[src/rtl/decoder_output_collector_if.sv]
// Result-stream interface between the decoder output FIFO and the collector.
// The FIFO side drives data/valid; the collector drives ready.
interface decoder_output_collector_if;
    logic [31:0] in_data;
    logic        in_valid;
    logic        in_ready;

    modport master (
        output in_data,
        output in_valid,
        input  in_ready
    );

    modport slave (
        input  in_data,
        input  in_valid,
        output in_ready
    );
endinterface

[src/rtl/decoder_output_collector.sv]
// decoder_output_collector: consumes the decoder result stream frame by frame.
// Each frame is a header word (cycles in [15:0], iterations in [23:16]),
// zero or more body words, and a TERMINATOR word. Per-frame results and run
// statistics are published on a one-cycle frame_done pulse; a stalled stream
// aborts the frame after TIMEOUT_CYCLES idle cycles.
// Optional feature macro: COLLECTOR_MAX_TRACK_EN enables the max_cycles register.
module decoder_output_collector #(
    parameter logic [31:0] TERMINATOR     = 32'hffffffff,
    parameter int          MSG_CNT_WIDTH  = 16,
    parameter int          STAT_WIDTH     = 32,
    parameter int          TIMEOUT_CYCLES = 4096
) (
    input  logic                         clk,
    input  logic                         reset,
    decoder_output_collector_if.slave    stream,
    input  logic                         arm,
    output logic                         busy,
    output logic                         frame_done,
    output logic [15:0]                  frame_cycles,
    output logic [7:0]                   frame_iterations,
    output logic [MSG_CNT_WIDTH-1:0]     frame_msg_count,
    output logic [STAT_WIDTH-1:0]        frame_count,
    output logic [STAT_WIDTH-1:0]        total_cycles,
    output logic [15:0]                  max_cycles,
    output logic                         bad_frame,
    output logic                         timeout_err
);

    localparam int IDLE_W = $clog2(TIMEOUT_CYCLES + 1);

    typedef enum logic [1:0] {
        IDLE,
        HEADER,
        BODY,
        DONE
    } state_t;

    state_t                   state;
    logic [IDLE_W-1:0]        idle_cnt;
    logic [MSG_CNT_WIDTH-1:0] msg_cnt;
    logic [15:0]              hdr_cycles;
    logic [7:0]               hdr_iterations;

    logic                     handshake;
    logic                     is_term;
    logic [STAT_WIDTH:0]      total_sum;

    // in_ready depends on state alone so the FIFO never sees a loop through valid.
    assign stream.in_ready = (state == HEADER) || (state == BODY);
    assign busy            = (state != IDLE);
    assign handshake       = stream.in_valid && stream.in_ready;
    assign is_term         = (stream.in_data == TERMINATOR);

    // One extra bit catches the carry used for saturation.
    assign total_sum = {1'b0, total_cycles} + (STAT_WIDTH + 1)'(hdr_cycles);

    // Frame FSM: header capture, body counting, idle timeout and stat update.
    // Header values are held privately so frame_* only change at a completed frame.
    always_ff @(posedge clk or posedge reset) begin
        // NOTE: sequential state uses non-blocking assignments so every register
        // samples the pre-edge values regardless of statement order.
        if (reset) begin
            state            <= IDLE;
            idle_cnt         <= '0;
            msg_cnt          <= '0;
            hdr_cycles       <= '0;
            hdr_iterations   <= '0;
            frame_done       <= 1'b0;
            frame_cycles     <= '0;
            frame_iterations <= '0;
            frame_msg_count  <= '0;
            frame_count      <= '0;
            total_cycles     <= '0;
            bad_frame        <= 1'b0;
            timeout_err      <= 1'b0;
        end else begin
            frame_done <= 1'b0;
            case (state)
                IDLE: begin
                    if (arm) begin
                        idle_cnt <= '0;
                        state    <= HEADER;
                    end
                end

                HEADER, BODY: begin
                    if (handshake) begin
                        idle_cnt <= '0;
                        if (state == HEADER) begin
                            if (is_term) begin
                                // Empty frame: report zeros and flag it; totals gain nothing.
                                bad_frame        <= 1'b1;
                                frame_cycles     <= '0;
                                frame_iterations <= '0;
                                frame_msg_count  <= '0;
                                frame_count      <= frame_count + STAT_WIDTH'(1);
                                frame_done       <= 1'b1;
                                state            <= DONE;
                            end else begin
                                hdr_cycles     <= stream.in_data[15:0];
                                hdr_iterations <= stream.in_data[23:16];
                                msg_cnt        <= '0;
                                state          <= BODY;
                            end
                        end else if (is_term) begin
                            frame_cycles     <= hdr_cycles;
                            frame_iterations <= hdr_iterations;
                            frame_msg_count  <= msg_cnt;
                            frame_count      <= frame_count + STAT_WIDTH'(1);
                            total_cycles     <= total_sum[STAT_WIDTH] ? '1
                                                : total_sum[STAT_WIDTH-1:0];
                            frame_done       <= 1'b1;
                            state            <= DONE;
                        end else if (msg_cnt != '1) begin
                            msg_cnt <= msg_cnt + MSG_CNT_WIDTH'(1);
                        end
                    end else if (idle_cnt == IDLE_W'(TIMEOUT_CYCLES - 1)) begin
                        // Stream stalled: abandon the frame without touching stats.
                        timeout_err <= 1'b1;
                        state       <= IDLE;
                    end else begin
                        idle_cnt <= idle_cnt + IDLE_W'(1);
                    end
                end

                DONE: begin
                    state <= IDLE;
                end

                default: begin
                    state <= IDLE;
                end
            endcase
        end
    end

`ifdef COLLECTOR_MAX_TRACK_EN
    logic body_term;

    assign body_term = handshake && is_term && (state == BODY);

    // Track the largest frame_cycles; an empty frame contributes 0 and never wins.
    always_ff @(posedge clk or posedge reset) begin
        if (reset) begin
            max_cycles <= '0;
        end else if (body_term && (hdr_cycles > max_cycles)) begin
            max_cycles <= hdr_cycles;
        end
    end
`else
    assign max_cycles = 16'h0;
`endif

endmodule

[src/flat_wrapper.sv]
// flat-port wrapper written by rule: the top's interface ports become plain ports
module decoder_output_collector_flat 
#(
    parameter logic [31:0] TERMINATOR     = 32'hffffffff,
    parameter int          MSG_CNT_WIDTH  = 16,
    parameter int          STAT_WIDTH     = 32,
    parameter int          TIMEOUT_CYCLES = 4096
)
  (clk, reset, arm, busy, frame_done, frame_cycles, frame_iterations, frame_msg_count, frame_count, total_cycles, max_cycles, bad_frame, timeout_err, stream_in_data, stream_in_valid, stream_in_ready);
  decoder_output_collector_if stream_i ();
  input  logic clk;
  input  logic reset;
  input  logic arm;
  output logic busy;
  output logic frame_done;
  output logic [15:0] frame_cycles;
  output logic [7:0] frame_iterations;
  output logic [MSG_CNT_WIDTH-1:0] frame_msg_count;
  output logic [STAT_WIDTH-1:0] frame_count;
  output logic [STAT_WIDTH-1:0] total_cycles;
  output logic [15:0] max_cycles;
  output logic bad_frame;
  output logic timeout_err;
  input wire logic [$bits(stream_i.in_data)-1:0] stream_in_data;
  input wire logic [$bits(stream_i.in_valid)-1:0] stream_in_valid;
  output wire logic [$bits(stream_i.in_ready)-1:0] stream_in_ready;
  assign stream_i.in_data = stream_in_data;
  assign stream_i.in_valid = stream_in_valid;
  assign stream_in_ready = stream_i.in_ready;
  decoder_output_collector #(.TERMINATOR(TERMINATOR), .MSG_CNT_WIDTH(MSG_CNT_WIDTH), .STAT_WIDTH(STAT_WIDTH), .TIMEOUT_CYCLES(TIMEOUT_CYCLES)) u_core (.clk(clk), .reset(reset), .stream(stream_i), .arm(arm), .busy(busy), .frame_done(frame_done), .frame_cycles(frame_cycles), .frame_iterations(frame_iterations), .frame_msg_count(frame_msg_count), .frame_count(frame_count), .total_cycles(total_cycles), .max_cycles(max_cycles), .bad_frame(bad_frame), .timeout_err(timeout_err));
endmodule
[config.mk]
export PLATFORM = sky130hd
export DESIGN_NAME = decoder_output_collector_flat
export DESIGN_NICKNAME = d
export VERILOG_FILES = /design/src/rtl/decoder_output_collector_if.sv /design/src/rtl/decoder_output_collector.sv /design/src/flat_wrapper.sv
export SDC_FILE = /design/constraint.sdc
export NUM_CORES = 1
export LEC_CHECK = 0
export ABC_AREA = 1
export CORE_MARGIN = 1
export CORE_UTILIZATION = 56
export CTS_CLUSTER_DIAMETER = 80
export DETAILED_ROUTE_END_ITERATION = 10
export DONT_BUFFER_PORTS = 1
export PLACE_DENSITY = 0.74
export SETUP_SLACK_MARGIN = 0.3
export SYNTH_ARGS = -nofsm -noshare
export SYNTH_HDL_FRONTEND = slang
export SYNTH_SLANG_ARGS = --single-unit
[constraint.sdc]
create_clock -name clk -period 4.9 [get_ports clk]
set_input_delay 0.735 -clock clk [delete_from_list [all_inputs] [get_ports clk]]
set_output_delay 0.735 -clock clk [all_outputs]
set_load 0.02 [all_outputs]
# --- After elaboration in Yosys (flattened, before gate mapping) ---
# Index checks and enable logic that the tools add are counted.
op_classes:
  n_eq_ne: 10
  n_bitwise: 3
  reduce_logical: 15
  add_sub_neg: 4
  mux: 27
ops:
  columns: ["operator", "n"]
  rows:
  - ["16-bit 2-to-1 mux", 9]
  - ["13-bit 2-to-1 mux", 3]
  - ["32-bit by 16-bit adder with 33-bit output", 1]
  - ["32-bit by 1-bit adder with 32-bit output (second input constant)", 1]
  - ["32-bit == test (second input constant)", 1]
  - ["32-bit 2-to-1 mux", 1]
  - ["13-bit case mux with 2 select lines", 1]
  - ["8-bit 2-to-1 mux", 3]
  - ["16-bit by 1-bit adder with 16-bit output (second input constant)", 1]
  - ["16-bit != test (second input constant)", 1]
  - ["4-bit AND reduction", 4]
  - ["13-bit by 1-bit adder with 13-bit output (second input constant)", 1]
  - ["13-bit by 12-bit == test with 1-bit output (second input constant)", 1]
  - ["3-bit AND reduction", 4]
  - ["2-bit 2-to-1 mux", 5]
  - ["2-bit case mux with 3 select lines", 1]
  - ["2-bit nonzero test", 3]
  - ["2-bit == test (second input constant)", 2]
  - ["1-bit 2-to-1 mux", 4]
  - ["4-bit != test (second input constant)", 1]
  - ["3-bit by 1-bit != test with 1-bit output (second input constant)", 1]
  - ["3-bit by 2-bit != test with 1-bit output (second input constant)", 1]
  - ["1-bit inverter", 3]
  - ["2-bit by 1-bit == test with 1-bit output (second input constant)", 1]
  - ["other kinds (5)", 5]
word_totals:
  word_cells: 72
  input_bits: 36
  output_inout_bits: 125
  register_bits: 162

# --- Longest topological paths before layout ---
# Gate-level depths: netlist of the first run.
logic_depth:
  depth_word: 5
  ltp_mapped: 13
  depth_no_buf: 13

# --- Worst setup path after synthesis of the first run ---
# Ideal clock, no wire load.
synth_timing:
  kind: "register -> register"
  start: "reg u_core.total_cycles[0]"
  end: "reg u_core.total_cycles[13]"
  required_time_ns: 4.772
  arrival_time_ns: 2.003
  n_path_buf: 1
  period_less_slack_ns: 2.131
  stages_incl_launch_ff: 12
  setup_slack_ns: 2.769
  cell_sequence: "dfrtp_1 -> ha_1 -> fa_1 -> nand3_1 -> nand3_2 -> nand2_1 -> nand3_1 -> nand2_1 -> nand2_2 -> nand4_1 -> buf_2 -> nand3_1"
synth_via:
  elab_chain_len: 2
synth_rtl:
  columns: ["item", "line", "rtl"]
  rows:
  - ["start: declaration", "decoder_output_collector.sv:23", "output logic [STAT_WIDTH-1:0] total_cycles,"]
  - ["start signal: assignment", "decoder_output_collector.sv:110", "total_cycles <= total_sum[STAT_WIDTH] ? '1"]
  - ["32-bit by 16-bit adder with 33-bit output", "decoder_output_collector.sv:55", "assign total_sum = {1'b0, total_cycles} + (STAT_WIDTH + 1)'(hdr_cycles);"]
  - ["32-bit 2-to-1 mux", "decoder_output_collector.sv:110", null]
# No other way between the ends.
# A chain may end at the register's enable or synchronous reset.

# --- Final worst setup path of the first run ---
layout_timing:
  start: "reg u_core.state[0]"
  end: "reg u_core.total_cycles[0]"
layout_via:
  elab_chain_len: 4
layout_rtl:
  columns: ["item", "line", "rtl"]
  rows:
  - ["start: declaration", "decoder_output_collector.sv:38", "state_t state;"]
  - ["start signal: assignment", "decoder_output_collector.sv:63", "state <= IDLE;"]
  - ["start signal: assignment", "decoder_output_collector.sv:82", "state <= HEADER;"]
  - ["start signal: assignment", "decoder_output_collector.sv:98", "state <= DONE;"]
  - ["2-bit by 1-bit == test with 1-bit output / 2-bit == test (equally long branches)", "decoder_output_collector.sv:49", "assign stream.in_ready = (state == HEADER) || (state == BODY);"]
  - ["1-bit logical OR *", "decoder_output_collector.sv:49", null]
  - ["named net stream_in_ready", "flat_wrapper.sv:26", "output wire logic [$bits(stream_i.in_ready)-1:0] stream_in_ready;"]
  - ["1-bit logical AND *", "decoder_output_collector.sv:51", "assign handshake = stream.in_valid && stream.in_ready;"]
  - ["4-bit AND reduction (no source line) *", null, null]
# Mark *: on every way through the listed nets, which the timed path passes. The rest lies on a longest branch.

==> flow_summary.json, run 1 <==
{
  "cts.htree.levels": 4,
  "worstSetupEndpointType": "flip-flop",
  "setup_ws_ps": 1696,
  "clk_pin_slew_ps": 70,
  "antenna_cells": 0,
  "grt_antenna_before_repair": 0,
  "r2r_setup_slack_ps": 1700,
  "cts_made_buffers": 17,
  "wl_um": 23480,
  "synth_flop_cell": "dfrtp_1",
  "rsz0062_at_grt": "no",
  "grt_max_degree": 90,
  "die_area_mm2": 0.01781,
  "peakVddDrop_uv": 491.8,
  "hold_path_class": "in -> async",
  "nNetsFinal": 1353,
  "via_count": 8062,
  "dp_hpwl_um": 17360,
  "grtUsageTotal": 0.2758,
  "worst_slew_pin_slew_ps": 1039,
  "cts_setup_buffers": 0,
  "grt_overflow": 0,
  "drcViolationCount": 0,
  "die_h_um": 133.5,
  "clk_latency_ps": 420,
  "yosysWarnings": 0,
  "worstSetupStartpointType": "flip-flop",
  "cts_resized": 0,
  "slew-limit-headroom": 0.3050,
  "hold_viol": 0,
  "die_x_um": 133.5,
  "skew_ps": 11.06,
  "syn_area_mm2": 0.009679,
  "path_class": "reg -> reg",
  "tns_ps": 0,
  "reg2reg_depth": 9,
  "start_util": 0.5796,
  "ys_async_sr_fraction": 1.000,
  "crit_fanout": 21,
  "grt_pass1_vias": 7528,
  "final_cells": 1525,
  "io_buffers": 0,
  "cp.arrival_ps": 3510,
  "crit_chain": "inv_1, ha_1, nand2_4, inv_4, nand4_4, nor2_2, buf_4, nand4_1, o21ai_1",
  "r2r_start": "u_core.state[0]",
  "yosysUniqueCellTypes": 43,
  "cts.root.buffer_cell": "clkbuf_16",
  "drv_slew": 0,
  "clock_sinks": 162,
  "area_growth_pct": 6.968,
  "core_mm2": 0.01670,
  "ys_ff_latch": 162,
  "ant_nets": 0,
  "wl_per_cell_um": 15.39,
  "io_pins": 161,
  "finalSetupViolations": 0,
  "rows": 47,
  "cap_violations": 0,
  "drive_gt1_frac": 0.08123,
  "cpMaxStageDelayCell": "nand4_1",
  "placed_area_mm2": 0.009752,
  "fmax_mhz": 312.1,
  "reg2reg_to": "u_core.total_cycles[0]",
  "power_density_mw_per_mm2": 368.6,
  "p_leak_nw": 5.222,
  "grt_first_pass_wirelength_um": 38780,
  "cts_buffer_depth": 2,
  "cts_tree": "yes",
  "crit_required_ps": 5210,
  "finalHoldWorstSlack_ps": 351.1,
  "dr.pass1.iters": 5,
  "gp_congestion": 0.9978,
  "placed_cells": 1494,
  "syn_area_per_cell_um2": 7.457,
  "slowest_delay_ps": 850,
  "synth-edff-count": 0,
  "post-route-period-util": 0.6539,
  "drt_iter0_markers": 600,
  "pre_cts_ws_ps": 1737,
  "final_cell_area_mm2": 0.01035,
  "fin_crit_ps": 3204,
  "synth-seq-area-share": 0.4188,
  "syn_inst": 1298,
  "post_drt_via_cell_ratio": 5.287,
  "ctsHoldBuffers": 0,
  "status": "finished clean"
}
where the power goes:
| part | switching, mW | internal (mW) | total (mW) |
|---|---|---|---|
| clock | 0.564 | 0.788 | 1.35 |
| sequential | 0.0990 | 1.48 | 1.58 |
| combinational | 0.635 | 0.254 | 0.889 |
cell families after synthesis:
family,Yosys count,synth area share
AOI/OAI and AO/OA,118,0.07226
adders and majority gates,24,0.03180
xor gates and xnor gates,51,0.04615
buffers and inverters,212,0.09863
other,1,0.0003874
DFF,162,0.4188
and+or+nand+nor,730,0.3320
Yosys cell counts (17+ instances only):
cell     number  area share
xor2_1       44       0.040
nor3_1       33       0.017
nor2_1      100       0.039
buf_4        21       0.016
ha_1         23       0.030
o21ai_2      21       0.019
nand2_1     443        0.17
o21ai_0      48       0.025
inv_1       159       0.062
dfrtp_1     162        0.42
nand4_1      17       0.011
nand3_1      87       0.045
o21ai_1      28       0.014
worst max path at each step:
stage,from,endpoint,slack [ps],depth (start not counted)
finish,u_core.state[0],u_core.total_cycles[0],1700,9
global route,u_core.state[0],u_core.total_cycles[30],1490,9
CTS,u_core.state[0],u_core.total_cycles[0],1720,9
detailed placement,u_core.state[0],u_core.total_cycles[0],1740,9
global placement,u_core.state[0],u_core.total_cycles[31],1850,9
floorplan,reset,u_core.bad_frame,2110,1
stage by stage:
stage / power, mW / util
after detailed placement: 2.486 / 0.5839
after global routing: 4.039 / 0.6199
final: 3.816 / 0.6199
after global placement: 2.464 / 0.5839
after CTS: 3.846 / 0.6199
after floorplan: 2.315 / -
critical path, delay by kind of cell, from the launching register on:
family,cells,cell delay (ps)
AND/OR/NAND/NOR,4,1210
adder cells (fa/ha/maj),1,630
buffers and inverters,3,520
flip-flops,1,370
AO/OA/AOI/OAI,1,340
routing by layer:
layer  vias up  track usage  routed length (µm)  share of wire
met2       234       0.4531               11300           0.48
li1       4037            -                   -              -
met4         0      0.06503                 212         0.0090
met5         -            0                   0              0
met3        16      0.06507                1505          0.064
met1      3775       0.3689               10460           0.45
flip-flops by register name (all words and copies together), names as in the netlist:
| signal | flops |
|---|---|
| u_core.bad_frame | 1 |
| u_core.frame_count | 32 |
| u_core.frame_cycles | 16 |
| u_core.frame_done | 1 |
| u_core.frame_iterations | 8 |
| u_core.frame_msg_count | 16 |
| u_core.hdr_cycles | 16 |
| u_core.hdr_iterations | 8 |
| u_core.idle_cnt | 13 |
| u_core.msg_cnt | 16 |
| u_core.state | 2 |
| u_core.timeout_err | 1 |
| u_core.total_cycles | 32 |
cell usage in the layout, fill, tap and decap left out, types with 2 or more instances in the layout:
| cell | n |
|---|---|
| nor3_1 | 33 |
| clkbuf_16 | 17 |
| nor2_4 | 3 |
| o21ai_1 | 28 |
| a21boi_0 | 2 |
| inv_6 | 2 |
| buf_4 | 4 |
| xor2_1 | 44 |
| or2_2 | 3 |
| o21ai_0 | 48 |
| nor2_1 | 100 |
| nand2_4 | 2 |
| nor2_2 | 8 |
| nand3_1 | 87 |
| conb_1 | 16 |
| and3_1 | 2 |
| xnor2_1 | 7 |
| o31ai_1 | 3 |
| nor3_4 | 4 |
| bufinv_16 | 2 |
| nor2_8 | 2 |
| nand2_2 | 5 |
| inv_1 | 158 |
| nand4_1 | 17 |
| clkinvlp_4 | 4 |
| nand2_1 | 443 |
| a21oi_1 | 12 |
| clkbuf_8 | 2 |
| dfrtp_1 | 162 |
| nand3_2 | 2 |
| ha_1 | 23 |
| clkinv_4 | 3 |
| nand3b_1 | 8 |
| nor3_2 | 7 |
| o21ai_2 | 21 |
| inv_8 | 2 |
| inv_2 | 8 |
area by class of cell:
class                   instances  area, µm²
flip-flops and latches        162       4054
clock inverters                12      148.9
multi-input cells             939       4736
well taps                     220      275.3
clock buffers                  19      452.9
repair buffers                  5      50.05
fillers                      1552       6347
inverters                     168      636.9
Note: power is estimated with default switching activity, not from simulation.
==> run 2, diff against run 1 <==
PLACE_DENSITY = 0.71   (was 0.74)
clock period = 3 ns   (was 4.9 ns; I/O delays follow)
==> run 2 against run 1 <==
Against the previous run:
- cell count grew 0.52%
- final area grew 0.36%
- clock-buffer cell count fell by 2
- largest cell class unchanged
- sequential share of layout area fell by 0.14 points
- non-clock buffer count grew 7
- sequential cell count unchanged
- hold slack worse by 340 ps
- clock skew up 1.4 ps
==> flow_summary.json, run 2 (same netlist as run 1, synthesis figures left out) <==
{
  "cts.htree.levels": 4,
  "final_common_cell": "nand2_1",
  "final_cells": 1533,
  "io_buffers": 0,
  "cts.root.buffer_cell": "clkbuf_16",
  "core_mm2": 0.01670,
  "hold_viol": 0,
  "hold_path_class": "in -> async",
  "finalSetupViolations": 0,
  "cts_setup_buffers": 0,
  "rows": 47,
  "start_util": 0.5796,
  "die_h_um": 133.5,
  "io_pins": 161,
  "busiest_layer": "met2",
  "wl_um": 23850,
  "drv_slew": 0,
  "grt_first_pass_wirelength_um": 39700,
  "gp_congestion": 0.9129,
  "die_x_um": 133.5,
  "post-route-period-util": 0.8362,
  "nNetsFinal": 1360,
  "p_leak_nw": 5.255,
  "path_class": "reg -> reg",
  "cts_buffer_depth": 2,
  "wl_per_cell_um": 15.56,
  "use_met3": 0.07002,
  "combPwrFrac": 0.235,
  "grtUsageTotal": 0.2827,
  "reg_top3": "u_core.frame_count x32, u_core.total_cycles x32",
  "power_density_mw_per_mm2": 603.1,
  "placed_cells": 1501,
  "worst_slew_pin_slew_ps": 861.3,
  "p_seq_frac": 0.411,
  "status": "finished clean",
  "grt_overflow": 0,
  "use_met2": 0.4586,
  "post_drt_via_cell_ratio": 5.316,
  "crit_required_ps": 3330,
  "drt_iter0_markers": 553,
  "skew_ps": 12.42,
  "cts_tree": "yes",
  "grt_pass1_vias": 7745,
  "p_int_mw": 4.099,
  "drcViolationCount": 0,
  "via_count": 8150,
  "antenna_cells": 0,
  "grt_util_met1": 0.3703,
  "cp.arrival_ps": 2840,
  "seqCellArea_mm2": 0.004054,
  "fillCellCount": 1560,
  "fmax_mhz": 398.6,
  "slew-limit-headroom": 0.4258,
  "final_cell_mix": "nand2_1 (443), dfrtp_1 (162), inv_1 (158), nor2_1 (100), nand3_1 (87)",
  "tns_ps": 0,
  "dp_hpwl_um": 17720,
  "ctsHoldBuffers": 0,
  "clock_sinks": 162,
  "die_area_mm2": 0.01781,
  "cap_violations": 0,
  "power_switching_mw": 2.168,
  "cts_resized": 0,
  "rsz0062_at_grt": "no",
  "area_growth_pct": 7.355,
  "worstSetupEndpointType": "flip-flop",
  "dr.pass1.iters": 5,
  "grt_max_degree": 96,
  "drive_gt1_frac": 0.08682,
  "ant_nets": 0,
  "clk_latency_ps": 430,
  "clk_pin_slew_ps": 70,
  "fin_crit_ps": 2509,
  "cts_made_buffers": 17,
  "crit_fanout": 8,
  "swShare": 0.3460,
  "peakVddDrop_uv": 459.5,
  "clkPwrFrac": 0.354,
  "worstSetupStartpointType": "flip-flop",
  "multiInputGateArea_mm2": 0.004727,
  "grt_antenna_before_repair": 0
}
[run 2: cell count changes in the layout (fill, tap and decap cells not counted), sizes merged]
cell and delta:
inv +3, buf +7, clkinv +2, clkbuf -2
clkinvlp -2
[run 2: worst paths after layout]
| path | start | end | slack, ps | cells past startpoint |
|---|---|---|---|---|
| min in group clk | stream_in_data[11] | u_core.hdr_cycles[11] | 140 | 2 |
| max in group asynchronous | reset | u_core.total_cycles[3] | 2220 | 2 |
| worst max register to register | u_core.total_cycles[0] | u_core.total_cycles[10] | 490 | 12 |
| worst max-delay path | u_core.total_cycles[0] | u_core.total_cycles[10] | 490 | 12 |
| worst min-delay path | reset | u_core.idle_cnt[1] | 10 | 2 |
| worst min register to register | u_core.hdr_iterations[1] | u_core.hdr_iterations[1] | 520 | 2 |
[run 2: per-stage QoR]
step / setup WS [ps] / hold WS (ps) / instance area (µm²) / total power, mW / utilization
CTS: 508.0 / 54.33 / 10390 / 6.320 / 0.6222
detailed placement: 517.8 / 509.0 / 9796 / 4.080 / 0.5865
floorplan: 493.2 / 483.4 / 9739 / 3.781 / -
global placement: 601.9 / 495.8 / 9796 / 4.051 / 0.5865
finish: 491.3 / 11.83 / 10390 / 6.267 / 0.6222
global route: 324.7 / 52.32 / 10390 / 6.616 / 0.6222
[run 2: final cells by class]
type	count	area share
Clock buffer	17	0.04094
Clock inverter	15	0.01638
Inverter	168	0.06129
Multi-Input combinational cell	939	0.4549
Sequential cell	162	0.3901
Tap cell	220	0.02649
Timing Repair Buffer	12	0.009874
[run 2: power groups by stage]
stage / Sequential (mW) / Clock (mW) / Combinational, mW
final: 2.57 / 2.22 / 1.47
after global routing: 2.60 / 2.34 / 1.68
after CTS: 2.57 / 2.26 / 1.49
after detailed placement: 2.61 / 0 / 1.47
after global placement: 2.60 / 0 / 1.45
after floorplan: 2.55 / 0 / 1.23
[run 2: layer usage]
metal | wire length, µm | part of all wire | up-vias
li1 | - | - | 4069
met4 | 527 | 0.022 | 0
met3 | 1602 | 0.067 | 38
met1 | 10440 | 0.44 | 3793
met2 | 11280 | 0.47 | 250
met5 | 0 | 0 | -
[run 2: worst max-delay path: stages (launching register included)]
cell,delay (ps)
dfrtp_1,510
ha_1,300
fa_1,440
nand3_1,120
nand3_2,100
nand2_1,80
nand3_1,110
nand2_1,90
nand2_2,80
nand2_1,310
nand3_1,130
nand2_1,80
nand2_1,50
==> run 3, diff against run 2 <==
clock period = 2.5 ns   (was 3 ns; I/O delays follow)
==> run 3 against run 2 <==
Against the previous run:
- non-clock buffer count rose by 19
- clock power rose by 16%
- cell count rose by 1.2%
- sequential power rose by 22%
- via count rose by 1.0%
- clock skew fell by 3.0 ps
- combinational power rose by 36%
- largest cell class unchanged
- register-to-register slack got worse by 99 ps
- critical path depth fell by 1
- maximum frequency rose by 19%
- critical endpoint is now u_core.total_cycles[13]
==> flow_summary.json, run 3 (same netlist as run 1, synthesis figures left out) <==
{
  "clkPwrFrac": 0.334,
  "cp_num_buf_inv": 1,
  "area_growth_pct": 11.71,
  "final_cell_mix": "nand2_1 (438), inv_1 (158), dfrtp_1 (158), nor2_1 (96), nand3_1 (84)",
  "clock_sinks": 162,
  "cpMaxStageDelayCell": "fa_2",
  "ant_nets": 0,
  "crit_chain": "ha_2, fa_2, nand3_2, nand3_4, nand2_2, nand3_2, nand2_2, nand2_2, nand4_1, buf_6, nand3_1",
  "crit_required_ps": 2810,
  "via_count": 8235,
  "cts.htree.levels": 4,
  "worstSetupStartpointType": "flip-flop",
  "rows": 47,
  "drt_iter0_markers": 548,
  "final_common_cell": "nand2_1",
  "start_util": 0.5796,
  "grt_antenna_before_repair": 0,
  "slowest_delay_ps": 410,
  "p_seq_frac": 0.406,
  "drive_gt1_frac": 0.1224,
  "cts_tree": "yes",
  "fin_crit_ps": 2108,
  "post-route-period-util": 0.8433,
  "cp_top_family": "simple AND/OR/NAND/NOR gates",
  "reg_top3": "u_core.frame_count x32, u_core.total_cycles x32",
  "crit_fanout": 6,
  "wl_um": 24060,
  "grt_first_pass_wirelength_um": 38880,
  "p_leak_nw": 5.337,
  "dp_hpwl_um": 17880,
  "cts_buffer_depth": 2,
  "core_mm2": 0.01670,
  "cap_violations": 0,
  "antenna_cells": 0,
  "peakVddDrop_uv": 593.9,
  "cp_common_cell": "nand2_2",
  "p_int_mw": 5.024,
  "io_buffers": 0,
  "cts_made_buffers": 17,
  "nNetsFinal": 1379,
  "r2r_start": "u_core.hdr_cycles[0]",
  "drv_slew": 0,
  "hold_viol": 0,
  "status": "finished clean",
  "drcViolationCount": 0,
  "rsz0062_at_grt": "yes",
  "wl_per_cell_um": 15.50,
  "fillCellCount": 1470,
  "min_from": "stream_in_data[12]",
  "cp.arrival_ps": 2420,
  "placed_area_mm2": 0.009903,
  "clk_latency_ps": 440,
  "worstSetupEndpointType": "flip-flop",
  "gp_congestion": 0.9124,
  "die_x_um": 133.5,
  "post_drt_via_cell_ratio": 5.306,
  "final_cell_area_mm2": 0.01081,
  "swShare": 0.3475,
  "dr.pass1.iters": 5,
  "worst_slew_pin_slew_ps": 635.9,
  "cp-startpoint": "u_core.hdr_cycles[0]",
  "grt_max_degree": 49,
  "die_h_um": 133.5,
  "final_util": 0.6474,
  "slew-limit-headroom": 0.5752,
  "tns_ps": 0,
  "combPwrFrac": 0.260,
  "cts.root.buffer_cell": "clkbuf_16",
  "clk_pin_slew_ps": 70,
  "fmax_mhz": 474.3,
  "grt_pass1_vias": 7676,
  "power_switching_mw": 2.675,
  "die_area_mm2": 0.01781,
  "hold_path_class": "in -> reg",
  "finalSetupViolations": 0,
  "skew_ps": 9.400,
  "path_class": "reg -> reg",
  "grt_overflow": 0,
  "power_density_mw_per_mm2": 712.0,
  "grtUsageTotal": 0.2761,
  "io_pins": 161
}
## run 3: changes by cell type in the layout (fill, tap and decap cells not counted), sizes merged
| cell | change |
|---|---|
| inv | -4 |
| bufinv | -1 |
| clkbuf | +3 |
| buf | +18 |
| clkinv | -3 |
| dlygate4sd3 | +1 |
| clkinvlp | +5 |
## run 3: path summary, 6_finish.rpt
check,slack [ps],end,cells past startpoint
min in group asynchronous,500,u_core.hdr_iterations[3],2
worst max-delay path,390,u_core.total_cycles[13],11
worst max register to register,390,u_core.total_cycles[13],11
worst min-delay path,60,u_core.hdr_cycles[12],2
worst min register to register,520,u_core.hdr_iterations[0],2
max in group asynchronous,1280,u_core.msg_cnt[6],3
## run 3: repair_timing
item | 4_1_cts | 5_1_grt
buffers inserted | 0 | 6
hold endpoints to repair | 23 | 0
setup endpoints to repair | 13 | 54
gates cloned | 0 | 1
hold buffers | 1 | 0
pin swaps | 0 | 5
gates resized for setup | 2 | 47
## run 3: cell type report
type,instances,area (µm²),area share
multi-input cells,939,4961,0.4588
clock inverters,12,121.4,0.01122
repair buffers,31,296.5,0.02742
inverters,168,643.1,0.05948
flip-flops and latches,162,4059,0.3754
clock buffers,20,456.7,0.04224
well taps,220,275.3,0.02546
## run 3: routing by layer
metal | GRT usage | vias to the layer above | wire length (µm)
met5 | 0 | - | 0
met4 | 0.09407 | 0 | 558
met3 | 0.07915 | 36 | 1671
met2 | 0.4436 | 247 | 11250
met1 | 0.3573 | 3844 | 10590
li1 | - | 4108 | -
## run 3: power groups by stage
stage / Sequential (mW) / Combinational (mW) / Clock (mW)
finish: 3.13 / 2.00 / 2.57
floorplan: 3.06 / 1.47 / 0
CTS: 3.08 / 1.83 / 2.62
global placement: 3.12 / 1.78 / 0
detailed placement: 3.13 / 1.82 / 0
global route: 3.15 / 2.25 / 2.72
## run 3: through the flow
step	setup WS, ps	power [mW]	cells	hold slack, ps
floorplan	68.18	4.537	1313	483.4
global placement	273.4	4.906	1512	359.6
detailed placement	189.2	4.953	1512	360.7
CTS	306.8	7.533	1545	46.35
global route	243.2	8.118	1552	53.92
finish	391.8	7.699	1552	62.58
## run 3: worst reg2reg max path, cell delays in order (launching register included)
cell     delay, ps
dfrtp_1        380
ha_2           210
fa_2           410
nand3_2        110
nand3_4         80
nand2_2         70
nand3_2         80
nand2_2         80
nand2_2         90
nand4_1        210
buf_6          170
nand3_1         90
